<file path="src/rtl/clk_div_ctrl.sv">
// clk_div_ctrl: sequences glitch-free divider tap changes (old off at its boundary, guard gap, new on at its boundary).
// Optional CLK_DIV_CTRL_TIMEOUT_EN adds a 64-cycle watchdog on the WAIT states; sel_req is held until sel_ack.
module clk_div_ctrl #(
  parameter int NUM_SEL   = 6,
  parameter int GUARD_CYC = 2,
  parameter int RST_SEL   = 0
) (
  input  logic               clk,
  input  logic               rst,
  input  logic [4:0]         div_cnt,
  input  logic               sel_req,
  input  logic [2:0]         sel_val,
  output logic               sel_ack,
  output logic               sel_err,
  output logic [NUM_SEL-1:0] clk_en,
  output logic [2:0]         cur_sel,
  output logic               busy
);

  localparam int                 GW        = (GUARD_CYC > 1) ? $clog2(GUARD_CYC) : 1;
  localparam logic [3:0]         NUM_SEL_W = 4'(NUM_SEL);
  localparam logic [2:0]         RST_IDX   = 3'(RST_SEL);
  localparam logic [NUM_SEL-1:0] RST_EN    = {{(NUM_SEL-1){1'b0}}, 1'b1} << RST_SEL;
  localparam logic [GW-1:0]      GUARD_LD  = GW'(GUARD_CYC - 1);

  typedef enum logic [2:0] {
    IDLE     = 3'd0,
    WAIT_OLD = 3'd1,
    GUARD    = 3'd2,
    WAIT_NEW = 3'd3,
    ACK      = 3'd4
  } state_t;

  state_t             state, state_nxt;
  logic [NUM_SEL-1:0] en_nxt;
  logic [2:0]         cur_nxt;
  logic [2:0]         tgt, tgt_nxt;
  logic [GW-1:0]      grd, grd_nxt;
  logic               err, err_nxt;
`ifdef CLK_DIV_CTRL_TIMEOUT_EN
  logic [5:0]         wd, wd_nxt;
`endif

  // Tap s toggles low on the edge after its low s counter bits are all ones.
  function automatic logic at_boundary(input logic [2:0] s, input logic [4:0] cnt);
    logic b;
    b = 1'b1;
    for (int i = 0; i < 5; i++) begin
      if ((i < int'(s)) && !cnt[i]) b = 1'b0;
    end
    return b;
  endfunction

  function automatic logic [NUM_SEL-1:0] onehot(input logic [2:0] s);
    logic [NUM_SEL-1:0] v;
    v = '0;
    for (int i = 0; i < NUM_SEL; i++) begin
      if (int'(s) == i) v[i] = 1'b1;
    end
    return v;
  endfunction

  always_ff @(posedge clk or posedge rst) begin
    if (rst) begin
      state   <= IDLE;
      clk_en  <= RST_EN;
      cur_sel <= RST_IDX;
      tgt     <= RST_IDX;
      grd     <= '0;
      err     <= 1'b0;
`ifdef CLK_DIV_CTRL_TIMEOUT_EN
      wd      <= '0;
`endif
    end else begin
      state   <= state_nxt;
      clk_en  <= en_nxt;
      cur_sel <= cur_nxt;
      tgt     <= tgt_nxt;
      grd     <= grd_nxt;
      err     <= err_nxt;
`ifdef CLK_DIV_CTRL_TIMEOUT_EN
      wd      <= wd_nxt;
`endif
    end
  end

  always_comb begin
    state_nxt = state;
    en_nxt    = clk_en;
    cur_nxt   = cur_sel;
    tgt_nxt   = tgt;
    grd_nxt   = grd;
    err_nxt   = err;
`ifdef CLK_DIV_CTRL_TIMEOUT_EN
    wd_nxt    = wd;
`endif
    case (state)
      IDLE: begin
        err_nxt = 1'b0;
        if (sel_req) begin
          tgt_nxt = sel_val;
          if ({1'b0, sel_val} >= NUM_SEL_W) begin
            err_nxt   = 1'b1;
            state_nxt = ACK;
          end else if (sel_val == cur_sel) begin
            state_nxt = ACK;
          end else begin
            state_nxt = WAIT_OLD;
`ifdef CLK_DIV_CTRL_TIMEOUT_EN
            wd_nxt    = '0;
`endif
          end
        end
      end
      WAIT_OLD: begin
        if (at_boundary(cur_sel, div_cnt)) begin
          en_nxt    = '0;
          grd_nxt   = GUARD_LD;
          state_nxt = GUARD;
`ifdef CLK_DIV_CTRL_TIMEOUT_EN
        end else if (wd == 6'h3F) begin
          // Stuck divider: abandon the change while the old tap is still running.
          err_nxt   = 1'b1;
          state_nxt = ACK;
        end else begin
          wd_nxt    = wd + 6'd1;
`endif
        end
      end
      GUARD: begin
        if (grd == '0) begin
          state_nxt = WAIT_NEW;
`ifdef CLK_DIV_CTRL_TIMEOUT_EN
          wd_nxt    = '0;
`endif
        end else begin
          grd_nxt = grd - 1'b1;
        end
      end
      WAIT_NEW: begin
        if (at_boundary(tgt, div_cnt)) begin
          en_nxt    = onehot(tgt);
          cur_nxt   = tgt;
          state_nxt = ACK;
`ifdef CLK_DIV_CTRL_TIMEOUT_EN
        end else if (wd == 6'h3F) begin
          // Undivided tap needs no phase alignment, so it is always safe to fall back to.
          en_nxt    = onehot(3'd0);
          cur_nxt   = 3'd0;
          err_nxt   = 1'b1;
          state_nxt = ACK;
        end else begin
          wd_nxt    = wd + 6'd1;
`endif
        end
      end
      ACK: begin
        state_nxt = IDLE;
      end
      default: begin
        state_nxt = IDLE;
      end
    endcase
  end

  assign sel_ack = (state == ACK);
  assign sel_err = sel_ack & err;
  assign busy    = (state != IDLE);

  a_en_onehot0 : assert property (@(posedge clk) disable iff (rst) $onehot0(clk_en));

endmodule

</file>
<file path="config.mk">
export PLATFORM = sky130hd
export DESIGN_NAME = clk_div_ctrl
export DESIGN_NICKNAME = d
export VERILOG_FILES = /design/src/rtl/clk_div_ctrl.sv
export SDC_FILE = /design/constraint.sdc
export NUM_CORES = 1
export LEC_CHECK = 0
export CAP_MARGIN = 5
export CORE_MARGIN = 2
export CORE_UTILIZATION = 48
export DETAILED_ROUTE_END_ITERATION = 8
export GPL_TIMING_DRIVEN = 0
export PLACE_DENSITY_LB_ADDON = 0.12
export SETUP_SLACK_MARGIN = 0.3
export SYNTH_ARGS = -nofsm -noshare
export SYNTH_HDL_FRONTEND = slang
export SYNTH_SLANG_ARGS = --single-unit
</file>
<file path="constraint.sdc">
create_clock -name clk -period 2.37 [get_ports clk]
set_clock_uncertainty 0.05 [all_clocks]
set_input_delay 0.474 -clock clk [delete_from_list [all_inputs] [get_ports clk]]
set_output_delay 0.474 -clock clk [all_outputs]
set_load 0.01 [all_outputs]
</file>
After elaboration in Yosys (flattened, before gate mapping)
Cells that the tools add are included.

storage, ports and cells
  output and inout port bits = 12
  logic and storage cells = 91
  bits of input ports = 11
  flip-flop bits (word level) = 17

operators by class
  add/sub/neg operators = 1
  $lt $le $gt $ge = 11
  bitwise logic cells = 1
  eq/ne operators = 14
  multiplexer cells = 33
  reduce and logical (&&, ||, !) cells = 25

operator list
  operator             count
  $mux 1               22
  $mux 3               6
  $eq 3x3->1 const B   5
  $lt 1x3->1 const A   4
  $lt 2x3->1 const A   4
  $mux 6               2
  $pmux 3 s4           1
  $pmux 6 s2           1
  $logic_and 1x1->1    10
  $eq 3x2->1 const B   3
  $ne 2x2->1 const B   4
  $logic_not 3->1      2
  $lt 3x3->1 const A   2
  $reduce_and 2->1     3
  $logic_not 1->1      5
  $reduce_and 4->1     1
  $reduce_bool 2->1    2
  $eq 3x1->1 const B   1
  $eq 3x3->1           1
  $ge 3x3->1 const B   1
  $reduce_and 3->1     1
  $reduce_bool 3->1    1
  $pmux 1 s2           1
  $and 1x1->1          1
  $sub 1x1->1 const B  1

Longest topological paths before layout
  depth in word-level cells = 10
  mapped depth = 6
  depth with buffers taken out = 5

Worst setup path after synthesis
No wires, ideal clock.

  kind = input-to-reg
  start = input div_cnt[1]
  end = register clk_en[2]
  path slack = 0.510 ns
  arrival = 1.685 ns
  setup time = 0.125 ns
  data required time = 2.195 ns
  stages on the path = 5
  cell sequence = nand2_1 -> a211o_1 -> a221o_2 -> a21boi_4 -> mux2_4

on the way
  word-level cells in the longest chain between the ends = 9

RTL lines
  what                                   RTL line  source
  from (decl)                            10        input logic [4:0] div_cnt,
  $logic_not 1->1 (*)                    49        if ((i < int'(s)) && !cnt[i]) b = 1'b0;
  $logic_and 1x1->1                      49
  $mux 1 (4 in a row)                    49
  $mux 1                                 97        case (state)
  $ne 2x2->1 (no source line)            -
  $reduce_and 3->1 (no source line) (*)  -
  to (signal assigned)                   76        clk_en <= en_nxt;
  to (decl)                              15        output logic [NUM_SEL-1:0] clk_en,

Mark *: on every way between the ends. The rest lies on a longest branch, timed or not. The select of a mux whose other input is x is not followed.
A chain may end at the register's enable or synchronous reset.

Final worst setup path
  start = input div_cnt[2]
  end = register clk_en[3]

on the way
  word-level cells in the longest chain between the ends = 8

RTL lines
  what                                   RTL line
  $logic_not 1->1 (*)                    49
  $logic_and 1x1->1                      49
  $mux 1 (3 in a row)                    49
  $mux 1                                 97
  $ne 2x2->1 (no source line)            -
  $reduce_and 3->1 (no source line) (*)  -

Marks and branches as above.

==> results.txt <==
----------------------------------------------------
[Yosys]
  Fraction of the yosys area taken by sequential cells ... 0.449
  Number of synthesis warnings ... 0
  Number of register bits inferred by synthesis ... 17
  Net Count, Synth ... 107
  Number of instances in the synthesized netlist ... 96
  Netlist area before placement ... 951 um^2
  Cells taking the most area after synthesis ... sky130_fd_sc_hd__dfrtp_1 42%, sky130_fd_sc_hd__nand2_1 3.9%, sky130_fd_sc_hd__mux2_4 3.2%, sky130_fd_sc_hd__a221oi_4 2.8%, sky130_fd_sc_hd__dfstp_2 2.8%
  Synthesized area divided by synthesized cell count ... 9.91 um^2
  Post-synthesis cell type with the largest combined area ... sky130_fd_sc_hd__dfrtp_1
  Share of the synthesized area in the top cell type ... 0.421
  Cell variety after synth ... 41

[Clocking]
  Number of sinks driven by the clock tree ... 17
  Later-pin clock latency in the skew report ... 0.29 ns
  Number of buffers created by CTS ... 3
  Clock slew seen by the registers of the worst setup and hold paths ... 0.10 ns
  Clock tree buffer depth ... 2
  Master cell of the clock root buffer ... sky130_fd_sc_hd__clkbuf_4
  Number of buffers inserted by hold repair at cts ... 0
  CTS tree ... done
  Maximum level of the CTS H-tree ... 1

[Critical path]
  Type of destination of the critical path ... flip-flop
  Endpoint of the worst register-to-register path ... clk_en[3]
  Kind of critical path ... input port to flip-flop
  Worst Setup SP ... div_cnt[2]
  Signal arrival time at the worst endpoint ... 2.15 ns
  Capturing element of the worst setup path ... clk_en[3]
  Setup slack of the worst register-to-register path ... 0.52 ns
  Reg-to-reg startpoint ... tgt[0]
  Worst r2r path cells ... 5
  Maximum fanout along the worst path ... 5
  Category of the worst setup path launch point ... input port
  Critical Path RT ... 2.50 ns

[Global routing]
  Global router's overall resource usage ... 0.201
  First-pass GRT wire length ... 3800 um
  Largest net degree at the start of global routing ... 18
  Sum of overflow across all layers after global routing ... 0
  Number of global-route vias before repair ... 842
  Initial antenna violation count ... 0

[Detailed routing]
  Detailed-route wire length ... 2120 um
  Average wire per standard cell ... 13.9 um
  Drt pass-1 iters ... 4
  Vias post-DR ... 850
  Iteration-0 DRC count of the detailed router ... 20
  DRT antenna net count ... 0
  DRC Markers ... 0
  Via-per-instance ratio ... 5.59

[STA]
  Max-Slew Margin vs Limit ... 0.560
  Final period util ... 0.851
  Number of failing setup endpoints in the final timing report ... 0
  Highest achievable clock rate ... 0.496 GHz
  Hold violation count in the final report ... 0
  Transition time of the tightest slew-check pin ... 0.660 ns
  Unrepaired setup endpoints after global routing ... yes
  Fin crit period ... 2.02 ns
  Worst path setup slack after routing ... 0.352 ns
  Final max-slew violation count ... 0

[Die]
  Chip Height ... 48.5 um
  Number of placement rows ... 16
  Die footprint ... 2350 um^2
  Core ar. ... 1920 um^2
  Initial core utilization ... 0.495
  I/O pins ... 23
  Width of the chip ... 48.5 um

[Worst hold path]
  HP Class ... flip-flop to flip-flop

[Power]
  Power density normalized to cell area ... 1170 nW/um^2
  Largest vdd supply drop ... 0.614 mV
  Leakage dissipation ... 0.570 nW

[Run]
  Max cap viols ... 0

[Final layout]
  Most common cell after layout, fill and taps aside ... sky130_fd_sc_hd__clkdlybuf4s50_1
  Area Growth Syn to Fin ... 33.0%
  Fin area ... 1260 um^2
  Utilization of the core after routing ... 0.658
  Share of post-route cells with drive strength above 1 ... 0.168
  Top library cells by usage in the layout, fill and taps aside ... 17 x sky130_fd_sc_hd__clkdlybuf4s50_1, 16 x sky130_fd_sc_hd__dfrtp_1, 10 x sky130_fd_sc_hd__nand2_1
  Number of nets at the end of the flow ... 137
  Diode count ... 0

[Place]
  Setup WS pre-CTS ... -0.154 ns
  Buffers added on ports ... 22
  Final estimated routing congestion in global placement ... 0.767
  Detailed placer's ending HPWL ... 1500 um
  Area after DPL ... 1200 um^2

[Outcome]
  Run status ... complete, no violations

----------------------------------------------------
critical path, cell delays in order:
cell and delay, ns:
sky130_fd_sc_hd__clkdlybuf4s50_1 0.49, sky130_fd_sc_hd__and3_2 0.21, sky130_fd_sc_hd__nand2_1 0.09, sky130_fd_sc_hd__a221oi_4 0.44, sky130_fd_sc_hd__a21boi_4 0.14, sky130_fd_sc_hd__mux2_4 0.31
power breakdown:
part	internal [mW]	switching (mW)
Combinational	0.393	0.398
Clock	0.0653	0.0936
Sequential	0.411	0.125
cell usage after synthesis, drive strengths merged:
cell / n
a211o: 1
a21boi: 1
a21o: 2
a21oi: 3
a221o: 1
a221oi: 2
a22o: 2
a22oi: 1
a31o: 1
a31oi: 1
a32o: 1
and2: 1
and3: 2
clkbuf: 3
dfrtp: 16
dfstp: 1
inv: 6
mux2: 4
nand2: 10
nand2b: 3
nand3: 2
nand3b: 2
nor2: 6
nor3: 2
nor3b: 2
nor4: 2
nor4b: 1
o211a: 1
o211ai: 1
o21ai: 9
o21bai: 1
o221ai: 1
o2bb2ai: 1
or3: 2
xor2: 1
how the worst min path moves through the flow:
stage,from,to,cells after the start
2_1_floorplan,rst,clk_en[1],1
3_3_place_gp,err,err,2
3_5_place_dp,err,err,2
4_1_cts,err,err,2
5_1_grt,err,err,2
6_report,err,err,2
flip-flops by register name (all words and copies together), names as in the netlist:
register and count:
cur_sel 3, tgt 3, state 3, grd 1, err 1, clk_en 6
what timing repair did:
action                     in CTS  in global routing
pin swaps                       1                  2
gates resized for setup         9                  8
setup endpoints to repair       9                  4
setup buffers                   3                  0
kinds of logic after synthesis:
logic type / share of synthesized area
buffers and inverters: 0.0355
AOI/OAI and AO/OA: 0.254
xor gates and xnor gates: 0.00921
and+or+nand+nor: 0.197
muxes: 0.0553
DFF: 0.449
through the flow:
stage / setup TNS, ns / power [mW] / instances / hold WS [ns]
floorplan: 0 / 1.02 / 96 / 0.349
global placement: -0.404 / 1.26 / 145 / 0.412
detailed placement: -0.548 / 1.28 / 145 / 0.425
CTS: 0 / 1.47 / 152 / 0.447
global route: 0 / 1.61 / 152 / 0.486
finish: 0 / 1.49 / 152 / 0.438
area by class of cell:
type	instances	area, um^2
Fill cell	176	657
Multi-Input combinational cell	70	502
Sequential cell	17	427
Timing Repair Buffer	25	234
Tap cell	27	33.8
Clock buffer	4	26.3
Inverter	6	22.5
Buffer	3	20.0
per-layer routing:
metal | routed length, um | share of wire | vias to the layer above | global-route usage
li1 | - | - | 417 | -
met1 | 973 | 0.46 | 411 | 0.268
met2 | 1050 | 0.50 | 20 | 0.350
met3 | 79 | 0.037 | 2 | 0.0309
met4 | 10 | 0.0047 | 0 | 0.0429
met5 | 0 | 0 | - | 0
Power figures use the tool's default switching activity.
